==> src/rtl/adc_capture_sequencer.sv <==
// adc_capture_sequencer: free-running ADC strobe sequencer with edge trigger and one-frame capture into sample RAM.
// Optional AUTO_TRIG_EN: force a trigger after AUTO_TO untriggered samples (free-run display).
module adc_capture_sequencer #(
    parameter int DATA_W      = 8,
    parameter int DEPTH       = 640,
    parameter int ADDR_W      = 10,
    parameter int CONVST_LOW  = 4,
    parameter int CONV_CYCLES = 150,
    parameter int RD_LOW      = 5,
    parameter int AUTO_TO     = 4096
) (
    input  logic              clk,
    input  logic              rst,
    input  logic [15:0]       sample_div,
    input  logic [DATA_W-1:0] trig_level,
    input  logic              trig_rising,
    input  logic              arm,
    input  logic [DATA_W-1:0] db,
    output logic              convstb,
    output logic              csb,
    output logic              rdb,
    output logic              wr_en,
    output logic [ADDR_W-1:0] wr_addr,
    output logic [DATA_W-1:0] wr_data,
    output logic              armed,
    output logic              capturing,
    output logic              done
);
    localparam logic [1:0] S_CONV = 2'd0, S_WAIT = 2'd1, S_READ = 2'd2, S_HOLD = 2'd3;
    localparam logic [1:0] C_IDLE = 2'd0, C_ARMED = 2'd1, C_CAPT = 2'd2, C_DONE = 2'd3;
    localparam logic [15:0] SEQ    = 16'(CONVST_LOW + CONV_CYCLES + RD_LOW);
    localparam logic [15:0] END_CV = 16'(CONVST_LOW - 1);
    localparam logic [15:0] END_WT = 16'(CONVST_LOW + CONV_CYCLES - 1);
    localparam logic [15:0] END_RD = SEQ - 16'd1;
    localparam logic [ADDR_W-1:0] LAST_A = ADDR_W'(DEPTH - 1);

    logic [1:0]        s_q, s_d, c_q, c_d;
    logic [15:0]       per_q, per_d, p_q, p_d, p_req;
    logic              wrap, convstb_q, csb_q, rdb_q, rl_q, vld_q;
    logic [DATA_W-1:0] smp_q, prev_q, wr_data_q;
    logic              pv_q, pv_d, edge_hit, trig, last, wr_d, wr_en_q;
    logic [ADDR_W-1:0] wr_addr_q, wr_addr_d;

    // Phases are decoded from the period counter so convstb falls exactly P cycles apart.
    always_comb begin
        p_req = sample_div > SEQ ? sample_div : SEQ;
        wrap  = per_q == p_q - 16'd1;
        per_d = wrap ? 16'd0 : per_q + 16'd1;
        p_d   = wrap ? p_req : p_q;
        s_d   = s_q;
        case (s_q)
            S_CONV:  s_d = per_q == END_CV ? S_WAIT : S_CONV;
            S_WAIT:  s_d = per_q == END_WT ? S_READ : S_WAIT;
            S_READ:  s_d = per_q == END_RD ? (wrap ? S_CONV : S_HOLD) : S_READ;
            default: s_d = wrap ? S_CONV : S_HOLD;
        endcase
    end

    // Strobes are registered from the state, so every pin lags the state by one cycle.
    always_ff @(posedge clk) begin
        if (rst) begin
            s_q       <= S_CONV;
            per_q     <= 16'd0;
            p_q       <= p_req;
            convstb_q <= 1'b1;
            csb_q     <= 1'b1;
            rdb_q     <= 1'b1;
            rl_q      <= 1'b0;
            vld_q     <= 1'b0;
            smp_q     <= '0;
        end else begin
            s_q       <= s_d;
            per_q     <= per_d;
            p_q       <= p_d;
            convstb_q <= s_q != S_CONV;
            csb_q     <= s_q != S_READ;
            rdb_q     <= s_q != S_READ;
            rl_q      <= s_q == S_READ && per_q == END_RD;
            vld_q     <= rl_q;
            if (rl_q) smp_q <= db;
        end
    end

    assign edge_hit = vld_q && pv_q && (trig_rising ? (prev_q < trig_level && smp_q >= trig_level)
                                                    : (prev_q > trig_level && smp_q <= trig_level));

`ifdef AUTO_TRIG_EN
    localparam int ACNT_W = $clog2(AUTO_TO + 2);
    logic [ACNT_W-1:0] acnt_q;
    always_ff @(posedge clk) begin
        if (rst || (arm && c_q != C_CAPT)) acnt_q <= '0;
        else if (vld_q && c_q == C_ARMED) acnt_q <= acnt_q + ACNT_W'(1);
    end
    assign trig = edge_hit || (vld_q && acnt_q >= ACNT_W'(AUTO_TO));
`else
    assign trig = edge_hit;
`endif

    always_comb begin
        last = wr_en_q && wr_addr_q == LAST_A;
        c_d  = c_q;
        case (c_q)
            C_IDLE:  c_d = arm ? C_ARMED : C_IDLE;
            C_ARMED: c_d = !arm && trig ? C_CAPT : C_ARMED;
            C_CAPT:  c_d = last ? C_DONE : C_CAPT;
            default: c_d = arm ? C_ARMED : C_DONE;
        endcase
        wr_d      = vld_q && ((c_q == C_ARMED && c_d == C_CAPT) || c_q == C_CAPT);
        wr_addr_d = last ? '0 : (wr_d && c_q == C_CAPT) ? wr_addr_q + ADDR_W'(1) : wr_addr_q;
        pv_d      = (arm && c_q != C_CAPT) ? 1'b0 : (vld_q && c_q == C_ARMED) ? 1'b1 : pv_q;
    end

    always_ff @(posedge clk) begin
        if (rst) begin
            c_q       <= C_IDLE;
            pv_q      <= 1'b0;
            prev_q    <= '0;
            wr_en_q   <= 1'b0;
            wr_addr_q <= '0;
            wr_data_q <= '0;
        end else begin
            c_q       <= c_d;
            pv_q      <= pv_d;
            wr_en_q   <= wr_d;
            wr_addr_q <= wr_addr_d;
            if (vld_q) prev_q <= smp_q;
            if (wr_d) wr_data_q <= smp_q;
        end
    end

    assign convstb   = convstb_q;
    assign csb       = csb_q;
    assign rdb       = rdb_q;
    assign wr_en     = wr_en_q;
    assign wr_addr   = wr_addr_q;
    assign wr_data   = wr_data_q;
    assign armed     = c_q == C_ARMED;
    assign capturing = c_q == C_CAPT;
    assign done      = c_q == C_DONE;
endmodule
==> config.mk <==
export PLATFORM = sky130hd
export DESIGN_NAME = adc_capture_sequencer
export DESIGN_NICKNAME = d
export VERILOG_FILES = /design/src/rtl/adc_capture_sequencer.sv
export SDC_FILE = /design/constraint.sdc
export NUM_CORES = 1
export LEC_CHECK = 0
export CORE_ASPECT_RATIO = 2
export CORE_MARGIN = 4
export CORE_UTILIZATION = 58
export DETAILED_ROUTE_END_ITERATION = 8
export GPL_TIMING_DRIVEN = 0
export PLACE_DENSITY = 0.85
export SYNTH_ARGS = -nofsm -noshare
export SYNTH_HDL_FRONTEND = slang
export SYNTH_SLANG_ARGS = --single-unit
export TNS_END_PERCENT = 100
==> constraint.sdc <==
create_clock -name clk -period 8.3 [get_ports clk]
set_input_delay 2.075 -clock clk [delete_from_list [all_inputs] [get_ports clk]]
set_output_delay 2.075 -clock clk [all_outputs]
set_load 0.05 [all_outputs]
==> out/metrics.yaml, run 1 <==
vdd_drop_max_mv: 0.1581
synth_top_family_by_area: "simple AND/OR/NAND/NOR gates"
worstMarginPinSlew_ns: 0.7341
grt_usage_pct: 25.92
wl_met2_mm: 5.785
grt_pass1_vias: 3679
leakage_nw: 1.945
vias: 3501
grt_pass1_wl_mm: 16.41
yosys-top-cells-count: "nor2_1 (63), dfxtp_1 (60), nand2_1 (39)"
synth_compound_area_share_pct: 8.477
clockBufferDepth: 2
area_delta_synth_final_pct: 26.37
wl_met1_mm: 3.377
antenna_cells: 0
antenna_found_initial: 0
async_reset_ff_share_pct: 0
required_ns: 8.57
min_period_ns: 4.243
worstSetupEndpointType: "flop"
clkLatencyLatePin_ns: 0.34
hpwlAfterDp_mm: 7.303
maxCapViolations: 0
dr.pass1.iters: 6
dpl_worst_slack_ns: 3.754
grt_max_degree: 26
yosys.area_share.xor_xnor_pct: 9.415
fin_area_sq_um: 5055
num_rows: 42
die-area_sq_um: 8370
synth_top_area_share_pct: 30.03
status: "complete, no violations"
via_per_inst: 5.816
syn_nets: 496
synth-edff-count: 16
fin_skew_ns: 0.007282
port-buffer-count: 59
hold_path.class: "reg -> reg"
rsz0062_at_grt: "false"
setup_viol: 0
start_util_pct: 59.94
dpl_cell_area_sq_um: 4701
final_util_pct: 75.74
synth_cell_types: 57
seq_area_frac_synth_pct: 42.04
syn_avg_cell_area_sq_um: 9.112
cts_sinks: 76
fin_nets: 566
wire_per_inst_um: 17.02
cts_max_level: 3
drtIter0Drc: 252
power_density_nw_per_um2: 180.5
path_class: "in -> reg"
crit_path_max_fanout: 9
clock-root-buffer: "clkbuf_16"
syn_inst: 439
drc: 0
synth_area_leaders: "dfxtp_1 (30%), edfxtp_1 (12%), ha_1 (6.6%)"
critPathLaunchType: "primary input"
max-slew-margin-rel_pct: 51.06
synth_fa_ha_area_share_pct: 6.569
cts_setup_buffers: 0
ys_warn_count: 0
post_cts_resized: 0
yosys.area.top_type: "dfxtp_1"
final_hold_viol_count: 0
io_pins: 61
cts_buffers: 9
finalCritPeriodShare_pct: 51.12
drt_wl_total_mm: 10.24
cts_tree: "built"
syn_area_sq_um: 4000
synth_most_common_cell: "nor2_1"
drive_gt1_share_pct: 5.642
fp.dieW_um: 66.72
final.fill_count: 508
wl_met3_um: 435
p_total_mw: 0.9126
top_layer_used: "met4"
tns_ns: 0
worstPathArrival_ns: 4.51
setup_slack_ns: 4.057
clk_pin_slew_ns: 0.06
yosys.area_share.simple_pct: 23.12
max_freq_ghz: 0.2357
synth_ff_type: "dfxtp_1"
routabilityCongestion: 0.8872
cts_hold_buf: 0
die_y_um: 125.4
grt_overflow: 0
synth_mux_area_share_pct: 6.287
slew_violations: 0
ys_ff_latch: 76
antenna_left: 0
core_area_sq_um: 6674
==> metal layers <==
| metal | up-vias | track usage [%] |
|---|---|---|
| met5 | - | 0 |
| met3 | 49 | 6.284 |
| met1 | 1654 | 21.59 |
| met2 | 135 | 48.83 |
| met4 | 0 | 19.04 |
| li1 | 1663 | - |
==> report_power, final <==
part | leakage, nW | internal [mW] | switching (mW)
clock network | 0.176 | 0.299 | 0.156
logic | 1.13 | 0.0321 | 0.0317
registers | 0.641 | 0.385 | 0.00942
==> cell type report <==
class	count	area, sq um	area share [%]
Multi-Input combinational cell	323	2155	42.62
Sequential cell	76	1682	33.27
Timing Repair Buffer	59	590.6	11.68
Clock buffer	11	275.3	5.446
Tap cell	88	110.1	2.178
Buffer	23	100.1	1.980
Clock inverter	5	78.83	1.559
Inverter	17	63.81	1.262
==> worst paths after layout <==
check	from	endpoint	slack, ns	cells after the start
worst max register to register	p_q[0]	p_q[11]	5.16	8
worst max-delay path	trig_level[1]	wr_data[1]	4.06	11
worst min-delay path	wr_data[2]	wr_data[2]	0.46	2
worst min register to register	wr_data[2]	wr_data[2]	0.46	2
==> critical path, cell delays in order <==
cell and delay [ns]:
clkdlybuf4s50_1 0.45, inv_1 0.06, ha_1 0.30, nor2b_1 0.13, o211ai_1 0.22, and3_1 0.19
o31ai_1 0.10, and3b_1 0.19, a311oi_1 0.22, buf_2 0.33, mux2i_1 0.23
==> placed cells by master (no fill, tap or decap), types with 2 or more instances in the layout <==
master and instances:
or3_1 4, nand2_1 39, nor4_1 7, nor2_1 63, nand3_1 13, nand2b_1 8, mux2i_1 24, or4_1 2
clkbuf_16 11, o21a_1 2, nand4_1 9, o211a_1 2, o31ai_1 2, a31oi_1 2, and2_1 3, clkbuf_1 19
nor3_1 10, o211ai_1 4, nor2b_1 6, nor3b_1 2, bufinv_16 2, dfxtp_1 60, xnor2_1 19, a21oi_1 15
o21ai_0 8, buf_2 2, inv_1 16, ha_1 21, and4_1 2, edfxtp_1 16, a22o_1 2, clkdlybuf4s50_1 59
clkinv_2 2, a21o_1 2, xor2_1 24, and3_1 6
==> stage by stage <==
stage	hold WS, ns	std cells
floorplan	0.4038	439
global placement	0.4451	586
detailed placement	0.4549	586
CTS	0.4629	602
global route	0.4933	602
finish	0.4614	602
==> state kept, by name, indices dropped and copies added (netlist names) <==
register / count
pv_q: 1
per_q: 16
prev_q: 8
s_q: 2
rl_q: 1
c_q: 2
vld_q: 1
convstb: 1
wr_addr: 10
p_q: 16
wr_en: 1
smp_q: 8
wr_data: 8
rdb: 1
==> cell families (layout without fill, tap and decap cells) <==
kind of cell,after synthesis,in the layout
simple gates,185,185
flops,76,76
compound gates,49,49
xor+xnor,43,43
buf+inv,40,115
mux,25,25
fa+ha+maj,21,21
Power figures use the tool's default switching activity.
==> run 2, diff against run 1 <==
--- a/config.mk
+++ b/config.mk
@@ -7,10 +7,10 @@
 export LEC_CHECK = 0
 export CORE_ASPECT_RATIO = 2
 export CORE_MARGIN = 4
-export CORE_UTILIZATION = 58
+export CORE_UTILIZATION = 54
 export DETAILED_ROUTE_END_ITERATION = 8
 export GPL_TIMING_DRIVEN = 0
-export PLACE_DENSITY = 0.85
+export PLACE_DENSITY = 0.8
 export SYNTH_ARGS = -nofsm -noshare
 export SYNTH_HDL_FRONTEND = slang
 export SYNTH_SLANG_ARGS = --single-unit
==> constraint.sdc (replaced) <==
create_clock -name clk -period 4.2 [get_ports clk]
set_input_delay 1.05 -clock clk [delete_from_list [all_inputs] [get_ports clk]]
set_output_delay 1.05 -clock clk [all_outputs]
set_load 0.05 [all_outputs]
==> out/metrics.yaml, run 2 (synthesis results as in run 1) <==
grt_pass1_wl_mm: 13.93
cts_max_level: 3
routabilityCongestion: 0.8453
worstPathArrival_ns: 3.46
num_rows: 44
post_cts_resized: 0
fp.dieW_um: 68.86
status: "complete, no violations"
core_area_sq_um: 7267
worstMarginPinSlew_ns: 0.6819
cp.depth: 11
cts_sinks: 76
tns_ns: 0
clkLatencyLatePin_ns: 0.33
cts_buffers: 9
crit_chain: "clkdlybuf4s50_1 > inv_1 > ha_1 > nor2b_1 > o211ai_1 > and3_1 > o31ai_1 > and3b_1 > a311oi_1 > buf_2 > mux2i_1"
io_pins: 61
dp.cells: 590
grt_usage_pct: 20.85
die-area_sq_um: 8932
clockBufferDepth: 2
clk_pin_slew_ns: 0.06
max_freq_ghz: 0.3118
drtIter0Drc: 137
max-slew-margin-rel_pct: 54.54
die_y_um: 129.7
cts_setup_buffers: 0
vias: 3358
final_hold_viol_count: 0
dr.pass1.iters: 4
fin_skew_ns: 0.007675
maxCapViolations: 0
final_common_cell: "nor2_1"
slowest_stage: "clkdlybuf4s50_1"
min_period_ns: 3.207
critical_path_buf_inv_count: 3
grt_overflow: 0
drc: 0
grt_max_degree: 26
critPathLaunchType: "primary input"
final_cell_mix: "nor2_1 (63), dfxtp_1 (60), clkdlybuf4s50_1 (59)"
grt_pass1_vias: 3334
antenna_cells: 0
final.fill_count: 579
crit_path_max_fanout: 9
min_path_cells: 2
fin_nets: 566
crit_family: "buffers and inverters"
slew_violations: 0
critPathMaxStageDelay_ns: 0.46
drt_wl_total_mm: 8.639
via_per_inst: 5.541
reg2reg_depth: 8
clock-root-buffer: "clkbuf_16"
port-buffer-count: 59
required_ns: 4.46
rsz0062_at_grt: "false"
area_delta_synth_final_pct: 25.71
hpwlAfterDp_mm: 6.954
power_density_nw_per_um2: 343.4
wire_per_inst_um: 14.26
drive_gt1_share_pct: 5.642
cts_hold_buf: 0
hold_path.class: "reg -> reg"
worstSetupEndpointType: "flop"
cts_tree: "built"
setup_viol: 0
leakage_nw: 1.930
antenna_found_initial: 0
stdcell_count: 606
antenna_left: 0
start_util_pct: 55.04
path_class: "in -> reg"
multi_input_area_sq_um: 2155
register_area_sq_um: 1682
vdd_drop_max_mv: 0.2620
finalCritPeriodShare_pct: 76.35
run 2: through the flow:
stage	power [mW]	utilization, %	hold WS (ns)	area (sq um)	worst slack [ns]
after CTS	1.742	69.20	0.4741	5029	1.011
final	1.727	69.20	0.4658	5029	0.9931
after floorplan	0.8587	-	0.4038	4000	1.404
after global routing	1.791	69.20	0.4942	5029	0.8417
after global placement	0.9109	64.76	0.4546	4706	0.7424
after detailed placement	0.9157	64.76	0.4656	4706	0.6745
run 2: worst min-delay path, delay by kind of cell (launching register included):
kind             cells  cell delay [ns]
flip-flops           1             0.31
multiplexers         1             0.05
AND/OR/NAND/NOR      1             0.05
run 2: cell type report:
cell class / count / share of cell area [%]
Multi-Input combinational cell: 323 / 42.85
Sequential cell: 76 / 33.44
Timing Repair Buffer: 59 / 11.74
Clock buffer: 9 / 4.479
Tap cell: 92 / 2.289
Buffer: 23 / 1.991
Clock inverter: 7 / 1.941
Inverter: 17 / 1.269
run 2: worst paths after layout:
kind                                     from         end  slack (ns)
worst max-delay path            trig_level[1]  wr_data[6]        0.99
worst min register to register     wr_data[5]  wr_data[5]        0.47
worst min-delay path               wr_data[5]  wr_data[5]        0.47
worst max register to register         p_q[0]      p_q[5]        1.08
run 2: per-layer routing:
metal | part of all wire (%) | vias up | GRT usage [%]
li1 | - | 1653 | -
met1 | 34 | 1591 | 17.04
met2 | 57 | 81 | 40.54
met3 | 4.1 | 33 | 5.082
met4 | 5.4 | 0 | 13.45
met5 | 0 | - | 0
run 2: report_power, final:
part           internal [mW]  switching [mW]
combinational         0.0632          0.0591
sequential             0.760          0.0180
clock                  0.523           0.304
total                   1.35           0.381
==> run 3, diff against run 2 <==
==> constraint.sdc (replaced) <==
create_clock -name clk -period 3.3 [get_ports clk]
set_input_delay 0.825 -clock clk [delete_from_list [all_inputs] [get_ports clk]]
set_output_delay 0.825 -clock clk [all_outputs]
set_load 0.05 [all_outputs]
==> out/metrics.yaml, run 3 (synthesis results as in run 1) <==
switchingPower_mw: 0.4837
drc: 0
grt_pass1_wl_mm: 13.93
clk_pin_slew_ns: 0.06
slew_violations: 0
rsz0062_at_grt: "false"
worstMarginPinSlew_ns: 0.6756
final_common_cell: "nor2_1"
p_seq_share_pct: 45.1
hold_path.class: "reg -> reg"
leakage_nw: 1.934
io_pins: 61
critPathMaxStageDelay_ns: 0.47
antenna_left: 0
grt_pass1_vias: 3334
final_hold_viol_count: 0
cts_sinks: 76
finalCritPeriodShare_pct: 90.52
dp.cells: 590
setup_slack_ns: 0.3129
fin_nets: 566
swShare_pct: 22.01
grt_usage_pct: 20.85
maxCapViolations: 0
clock-root-buffer: "clkbuf_16"
critPathLaunchType: "flop"
core_area_sq_um: 7267
setup_viol: 0
antenna_cells: 0
crit_family: "compound AO/OA/AOI/OAI gates"
worstPathArrival_ns: 3.01
stdcell_count: 606
wire_per_inst_um: 14.27
grt_overflow: 0
final.fill_count: 579
fp.dieW_um: 68.86
drive_gt1_share_pct: 5.642
die-area_sq_um: 8932
cts_buffers: 9
slowest_stage: "edfxtp_1"
dpl_worst_slack_ns: -0.0005491
min_period_ns: 2.987
port-buffer-count: 59
final_util_pct: 69.28
vias: 3348
crit_chain: "inv_1 > ha_1 > nor3b_4 > nand2_1 > o31ai_1 > o211ai_2 > o31ai_4 > buf_6"
grt_max_degree: 26
antenna_found_initial: 0
crit_path_max_fanout: 25
path_class: "reg -> reg"
num_rows: 44
intPower_mw: 1.714
min_path_cells: 2
clkLatencyLatePin_ns: 0.33
hold_end: "wr_data[5]"
final_cell_mix: "nor2_1 (63), dfxtp_1 (60), clkdlybuf4s50_1 (59)"
worstSetupEndpointType: "flop"
pwr-share-clk_pct: 47.8
reg2reg_depth: 8
die_y_um: 129.7
cts_hold_buf: 0
drt_wl_total_mm: 8.645
max-slew-margin-rel_pct: 54.96
r2r-end: "p_q[5]"
combPwrFrac_pct: 7.1
dr.pass1.iters: 6
status: "complete, no violations"
hpwlAfterDp_mm: 6.954
worstHoldStart: "wr_data[5]"
max_freq_ghz: 0.3348
drtIter0Drc: 109
cts_max_level: 3
fin_skew_ns: 0.007371
required_ns: 3.32
start_util_pct: 55.04
power_density_nw_per_um2: 436.5
cts_tree: "built"
reg2reg_from: "p_q[0]"
vdd_drop_max_mv: 0.3335
area_delta_synth_final_pct: 25.87
via_per_inst: 5.525
r2r_setup_slack_ns: 0.31
clockBufferDepth: 2
routabilityCongestion: 0.8453
critical_path_buf_inv_count: 2
run 3: layout make-up:
class | instances | area (sq um) | share of cell area, %
plain buffers | 23 | 100.1 | 1.988
inverters | 17 | 63.81 | 1.267
multi-input cells | 323 | 2161 | 42.92
well taps | 92 | 115.1 | 2.286
clock inverters | 7 | 97.59 | 1.938
repair buffers | 59 | 590.6 | 11.73
flip-flops and latches | 76 | 1682 | 33.40
clock buffers | 9 | 225.2 | 4.473
run 3: stage by stage:
stage / power (mW) / hold slack, ns / instance area, sq um / TNS (ns)
after floorplan: 1.093 / 0.4038 / 4000 / 0
after global placement: 1.159 / 0.4546 / 4706 / 0
after detailed placement: 1.165 / 0.4656 / 4706 / -0.0005491
after CTS: 2.217 / 0.4741 / 5029 / 0
after global routing: 2.281 / 0.4942 / 5035 / 0
final: 2.198 / 0.4658 / 5035 / 0
run 3: timing repair:
item                                    CTS  global route
hold endpoints to repair                  0             0
setup buffers                             0             0
gates resized for setup                   0             1
endpoints found under the setup margin    0            16
run 3: worst reg2reg max path, stage by stage (launching register included):
cell and delay (ns):
edfxtp_1 0.47, inv_1 0.09, ha_1 0.24, nor3b_4 0.43, nand2_1 0.17, o31ai_1 0.32, o211ai_2 0.18, o31ai_4 0.48
buf_6 0.29
run 3: worst max path at each step:
stage,startpoint,to,depth (start not counted)
floorplan,p_q[0],p_q[0],8
detailed placement,trig_level[1],wr_data[6],11
global placement,trig_level[1],wr_data[5],11
CTS,p_q[0],p_q[5],8
global route,p_q[3],p_q[5],7
finish,p_q[0],p_q[5],8
run 3: power by group through the flow:
stage	registers (mW)	clock network (mW)	logic (mW)
finish	0.991	1.05	0.156
global route	0.992	1.12	0.171
CTS	0.990	1.07	0.156
detailed placement	1.01	0	0.155
global placement	1.01	0	0.151
floorplan	1.01	0	0.0865
run 3: layer usage:
layer | track usage, % | vias up | part of all wire, %
met2 | 40.54 | 76 | 57
met4 | 13.45 | 0 | 5.4
met1 | 17.04 | 1587 | 34
met5 | 0 | - | 0
met3 | 5.082 | 33 | 4.0
li1 | - | 1652 | -
==> RTL edit 1 (flow settings as in run 3) <==
`wr_addr_q` no longer has a reset.
--- a/src/rtl/adc_capture_sequencer.sv
+++ b/src/rtl/adc_capture_sequencer.sv
@@ -116,16 +116,18 @@
             pv_q      <= 1'b0;
             prev_q    <= '0;
             wr_en_q   <= 1'b0;
-            wr_addr_q <= '0;
             wr_data_q <= '0;
         end else begin
             c_q       <= c_d;
             pv_q      <= pv_d;
             wr_en_q   <= wr_d;
-            wr_addr_q <= wr_addr_d;
             if (vld_q) prev_q <= smp_q;
             if (wr_d) wr_data_q <= smp_q;
         end
+    end
+
+    always_ff @(posedge clk) begin
+        wr_addr_q <= wr_addr_d;
     end
 
     assign convstb   = convstb_q;
Check against the original RTL: same outputs for any inputs over 10 cycles, from zero or initial values and one cycle with rst high; that may be too few to reach the edited logic, so the function may still have changed.
==> RTL edit 1 against run 3 <==
  * Power decreased by 8.6%
  * Design area decreased by 0.50%
  * Sequential power about the same
  * Sequential share of layout area increased by 0.17 points
  * Area after synthesis increased by 0.72%
  * Wire length increased by 6.3%
  * Global-route usage increased by 0.37 points
  * Synthesized cell count increased by 1.1%
  * Sequential cell count unchanged
  * Worst setup slack got worse by 0.12 ns
  * Critical path type is now in2reg
  * Largest power group is now registers
==> RTL edit 1: results (changes against run 3) <==
stage	metric	value	unit	change
layout	layout net count	571		+0.88%
power_and_ir_drop	Leak	1.85	nW	-4.1%
sta	Tcrit/Tclk final	94.0	%	+3.5 points
yosys	post-synthesis compound-gate area fraction	8.04	%	-0.43 points
outcome	status	complete, no violations		
layout	final non-filler cell total	611		+0.83%
sta	Slew Limit Headroom	54.0	%	-1.0 points
yosys	most frequent cells after synthesis	60 x dfxtp_1, 60 x nor2_1, 26 x nand2b_1		
layout	cell area after layout	5010	um2	-0.50%
placement	DP HPWL	7.15	mm	+2.8%
yosys	sequential-to-total area share from yosys stat	41.7	%	-0.30 points
global_route	number of global-route vias before repair	3358		+0.72%
worst_hold_path	Hold Path End	wr_data[1]		
yosys	synth top area cells	dfxtp_1 30%, edfxtp_1 12%, ha_1 6.5%, mux2i_1 6.0%, nor2_1 5.6%		
layout	FILL cells	603		+4.1%
placement	Placed Instances	596		+1.0%
worst_setup_path	Worst R2R Setup Slack	0.21	ns	-0.10 ns
sta	Hold WS	0.479	ns	+0.0132 ns
sta	skew final	0.00529	ns	-0.00208 ns
global_route	first-pass GRT wire length	15.1	mm	+8.6%
route	drt first pass iters	4		-2
route	vias per cell	5.56		+0.72%
worst_hold_path	Hold Path Origin	wr_data[1]		
placement	port bufs	60		+1.7%
placement	Placer Congestion	0.865		+2.4%
layout	share of layout cells above drive strength 1	4.43	%	-1.2 points
placement	Placement Cell Area	4740	um2	+0.82%
yosys	post-synth cell types	50		-12%
yosys	Synth Area in XOR/XNOR	8.70	%	-0.72 points
power_and_ir_drop	VDD IR-drop max	0.000366	V	+9.7%
yosys	mux cell area share after synthesis	5.96	%	-0.32 points
worst_setup_path	Worst Path Arrival	3.36	ns	+0.35 ns
route	wirelength, routed	9.19	mm	+6.3%
yosys	Net Count, Synth	501		+1.0%
placement	Placement Setup Slack	-0.499	ns	-0.499 ns
RTL edit 1: cell types whose count changed after synthesis, sizes merged, moves of 3 or more:
cell and change:
xnor2 +4, a21oi -3, o21ai +5, nor4 +4, nor2 -3, nand4b +3, xor2 -7, nand3 +7
nand2b +18, nand2 -17, and3 -4
RTL edit 1: what timing repair did:
item	4_1_cts	5_1_grt
endpoints found under the setup margin	9	25
resized for setup	1	2
setup buffers	0	0
RTL edit 1: layer usage:
layer	global-route usage, %	share of wire (%)	vias to the layer above
li1	-	-	1687
met1	18.7	35	1590
met2	41.7	57	96
met3	5.63	4.6	27
met4	12.9	3.8	0
met5	0	0	-
RTL edit 1: how the worst max path moves through the flow:
stage                  start          to
5_1_grt               p_q[2]     p_q[11]
4_1_cts               p_q[0]     p_q[11]
3_5_place_dp   trig_level[1]  wr_data[6]
6_report       trig_level[1]  wr_data[2]
2_1_floorplan  trig_level[1]  wr_data[0]
3_3_place_gp   trig_level[1]  wr_data[5]
RTL edit 1: cell type report:
class	instances	area share, %
Tap cell	92	2.30
Buffer	24	2.37
Sequential cell	76	33.6
Inverter	18	1.35
Clock inverter	4	0.500
Clock buffer	12	4.72
Timing Repair Buffer	60	12.0
Multi-Input combinational cell	325	43.2
RTL edit 1: cells by family (layout without fill, tap and decap cells):
kind of cell               count (synthesis)  in the layout
DFF                                       76             76
xor gates and xnor gates                  40             40
muxes                                     24             24
buffers and inverters                     43            118
and+or+nand+nor                          190            190
AOI/OAI and AO/OA                         50             50
adders and majority gates                 21             21
RTL edit 1: worst max-delay path, stage by stage:
cell and delay [ns]:
clkdlybuf4s50_1 0.46, inv_1 0.07, ha_1 0.31, nor2b_1 0.14, o211ai_1 0.14, a21oi_1 0.11
a211oi_1 0.49, or3_1 0.24, o31a_2 0.35, mux2i_1 0.23
RTL edit 1: report_power, final:
group          internal (mW)  switching, mW  total, mW
clock                  0.508          0.351      0.858
sequential             0.968         0.0209      0.989
combinational         0.0849         0.0755      0.160
==> RTL edit 2 (config.mk and constraints of run 3) <==
Without the edit above. Add a define of `AUTO_TRIG_EN`.
--- a/src/rtl/adc_capture_sequencer.sv
+++ b/src/rtl/adc_capture_sequencer.sv
@@ -1,5 +1,7 @@
 // adc_capture_sequencer: free-running ADC strobe sequencer with edge trigger and one-frame capture into sample RAM.
 // Optional AUTO_TRIG_EN: force a trigger after AUTO_TO untriggered samples (free-run display).
+`define AUTO_TRIG_EN
+
 module adc_capture_sequencer #(
     parameter int DATA_W      = 8,
     parameter int DEPTH       = 640,
Function: no difference found for any inputs over 10 cycles, from zero or initial values and one cycle with rst high; that may be too few to reach the edited logic, so the function may still have changed.
==> RTL edit 2 against run 3 <==
  * Final cell count rose by 13%
  * Sequential cell count rose by 13
  * Wire length grew 27%
  * Power grew 11%
  * Sequential share of layout area grew 0.16 points
  * Worst setup slack got worse by 0.20 ns
  * Hold slack worse by 0.0068 ns
  * Design area increased by 15%
  * Utilization shrank 0.48 points
  * Via count is 16% higher
  * Area after synthesis grew 17%
  * Fmax shrank 6.3%
==> RTL edit 2: results (changes against run 3) <==
stage	metric	value	unit	change
placement	Placement Setup Slack	-0.749	ns	-0.748 ns
global_route	met1 GRT Util	19.5	%	+2.4 points
yosys	Net Count, Synth	568		+15%
placement	Placed Instances	668		+13%
global_route	pin count of the biggest net entering global routing	17		-35%
power_and_ir_drop	Leak	2.01	nW	+4.0%
power_and_ir_drop	VDD IR-drop max	0.000341	V	+2.2%
yosys	post-synth cell types	56		-1.8%
route	DR WL/cell	16.0	um	+12%
layout	share of layout cells above drive strength 1	6.14	%	+0.50 points
layout	layout net count	639		+13%
yosys	post-synthesis average cell area	9.21	um2	+1.1%
global_route	number of global-route vias before repair	3843		+15%
worst_setup_path	reg2reg end	p_q[12]		
yosys	synth top area cells	dfxtp_1 31%, edfxtp_1 10%, ha_1 5.9%, mux2i_1 5.1%, xor2_1 5.0%		
route	vias per cell	5.69		+3.0%
placement	port bufs	60		+1.7%
worst_hold_path	Hold Path Cell Cnt	1		-1
worst_setup_path	Worst Path Max Fanout	11		-56%
global_route	met3 Use GR	4.09	%	-0.99 points
route	routed via count	3893		+16%
layout	# diodes	0		unchanged
global_route	GRT Overall Usage	21.3	%	+0.47 points
worst_hold_path	Hold Path Origin	s_q[1]		
yosys	sequential-to-total area share from yosys stat	41.3	%	-0.70 points
worst_setup_path	R2R cell count	10		+2
placement	DP HPWL	8.31	mm	+20%
route	DRT iter0 DRCs	158		+45%
placement	Placement Cell Area	5420	um2	+15%
outcome	status	complete, no violations		
sta	Slew Limit Headroom	54.4	%	-0.60 points
placement	Placer Congestion	0.903		+6.9%
worst_setup_path	Worst R2R Setup Slack	0.11	ns	-0.20 ns
sta	Hold WS	0.459	ns	-0.00682 ns
worst_hold_path	Hold Path End	rdb		
global_route	antenna violations before repair	0		unchanged
worst_setup_path	Worst Path Arrival	3.24	ns	+0.23 ns
global_route	first-pass GRT wire length	17.2	mm	+23%
worst_hold_path	worst hold path class	reg2reg		
global_route	met2 GRT Util	40.2	%	-0.37 points
==> RTL edit 2: cell types whose count changed in the layout (fill, tap and decap cells not counted), moves of 7 or more <==
| cell | run 3 | this run |
|---|---|---|
| a211oi_1 | 1 | 18 |
| dfxtp_1 | 60 | 73 |
| nand4_1 | 9 | 16 |
| nand2b_1 | 8 | 25 |
| clkbuf_1 | 19 | 26 |
| nor2_1 | 63 | 52 |
| nand2_1 | 39 | 25 |
==> RTL edit 2: worst max path at each step <==
stage | to | slack, ns
6_report | p_q[12] | 0.11
5_1_grt | p_q[12] | 0.003
4_1_cts | wr_data[2] | 0.06
3_5_place_dp | wr_data[2] | -0.75
3_3_place_gp | wr_data[2] | -0.68
2_1_floorplan | p_q[0] | 0.16
==> RTL edit 2: layer usage <==
layer	share of wire [%]	wire length, um
met5	0	0
met4	4.9	532
met3	3.4	373
met2	57	6270
met1	35	3790
==> RTL edit 2: cell type report <==
type	instances	area (um2)
plain buffers	33	144
clock buffers	10	250
clock inverters	6	71.3
fillers	669	2620
inverters	20	75.1
multi-input cells	368	2580
flip-flops and latches	89	1940
well taps	98	123
repair buffers	60	601
==> RTL edit 2: report_power, final <==
part	switching [mW]	internal [mW]
combinational	0.0989	0.0960
clock	0.444	0.641
sequential	0.0242	1.13
==> RTL edit 2: timing repair <==
action / 4_1_cts / 5_1_grt
endpoints found under the setup margin: 25 / 25
pin swaps: 0 / 1
hold endpoints to repair: 0 / 0
resized for setup: 6 / 4
setup buffers: 0 / 0
gates cloned: 0 / 1
==> RTL edit 2: cells by family (layout without fill, tap and decap cells) <==
kind of cell	after synthesis	in the layout	share of synthesized area, %
fa+ha+maj	22	22	5.86
simple gates	201	201	23.1
xor+xnor	51	51	9.51
buf+inv	54	129	4.74
compound gates	68	69	10.1
flops	89	89	41.3
mux	25	25	5.35
==> RTL edit 2: worst max-delay path, cell delays in order, from the launching register on <==
cell and delay (ns):
edfxtp_1 0.43, inv_1 0.08, ha_1 0.22, or3b_2 0.57
nor3_4 0.20, mux2_2 0.35, o21ai_0 0.23, and4_1 0.22
buf_4 0.17, buf_4 0.21, a21o_4 0.21
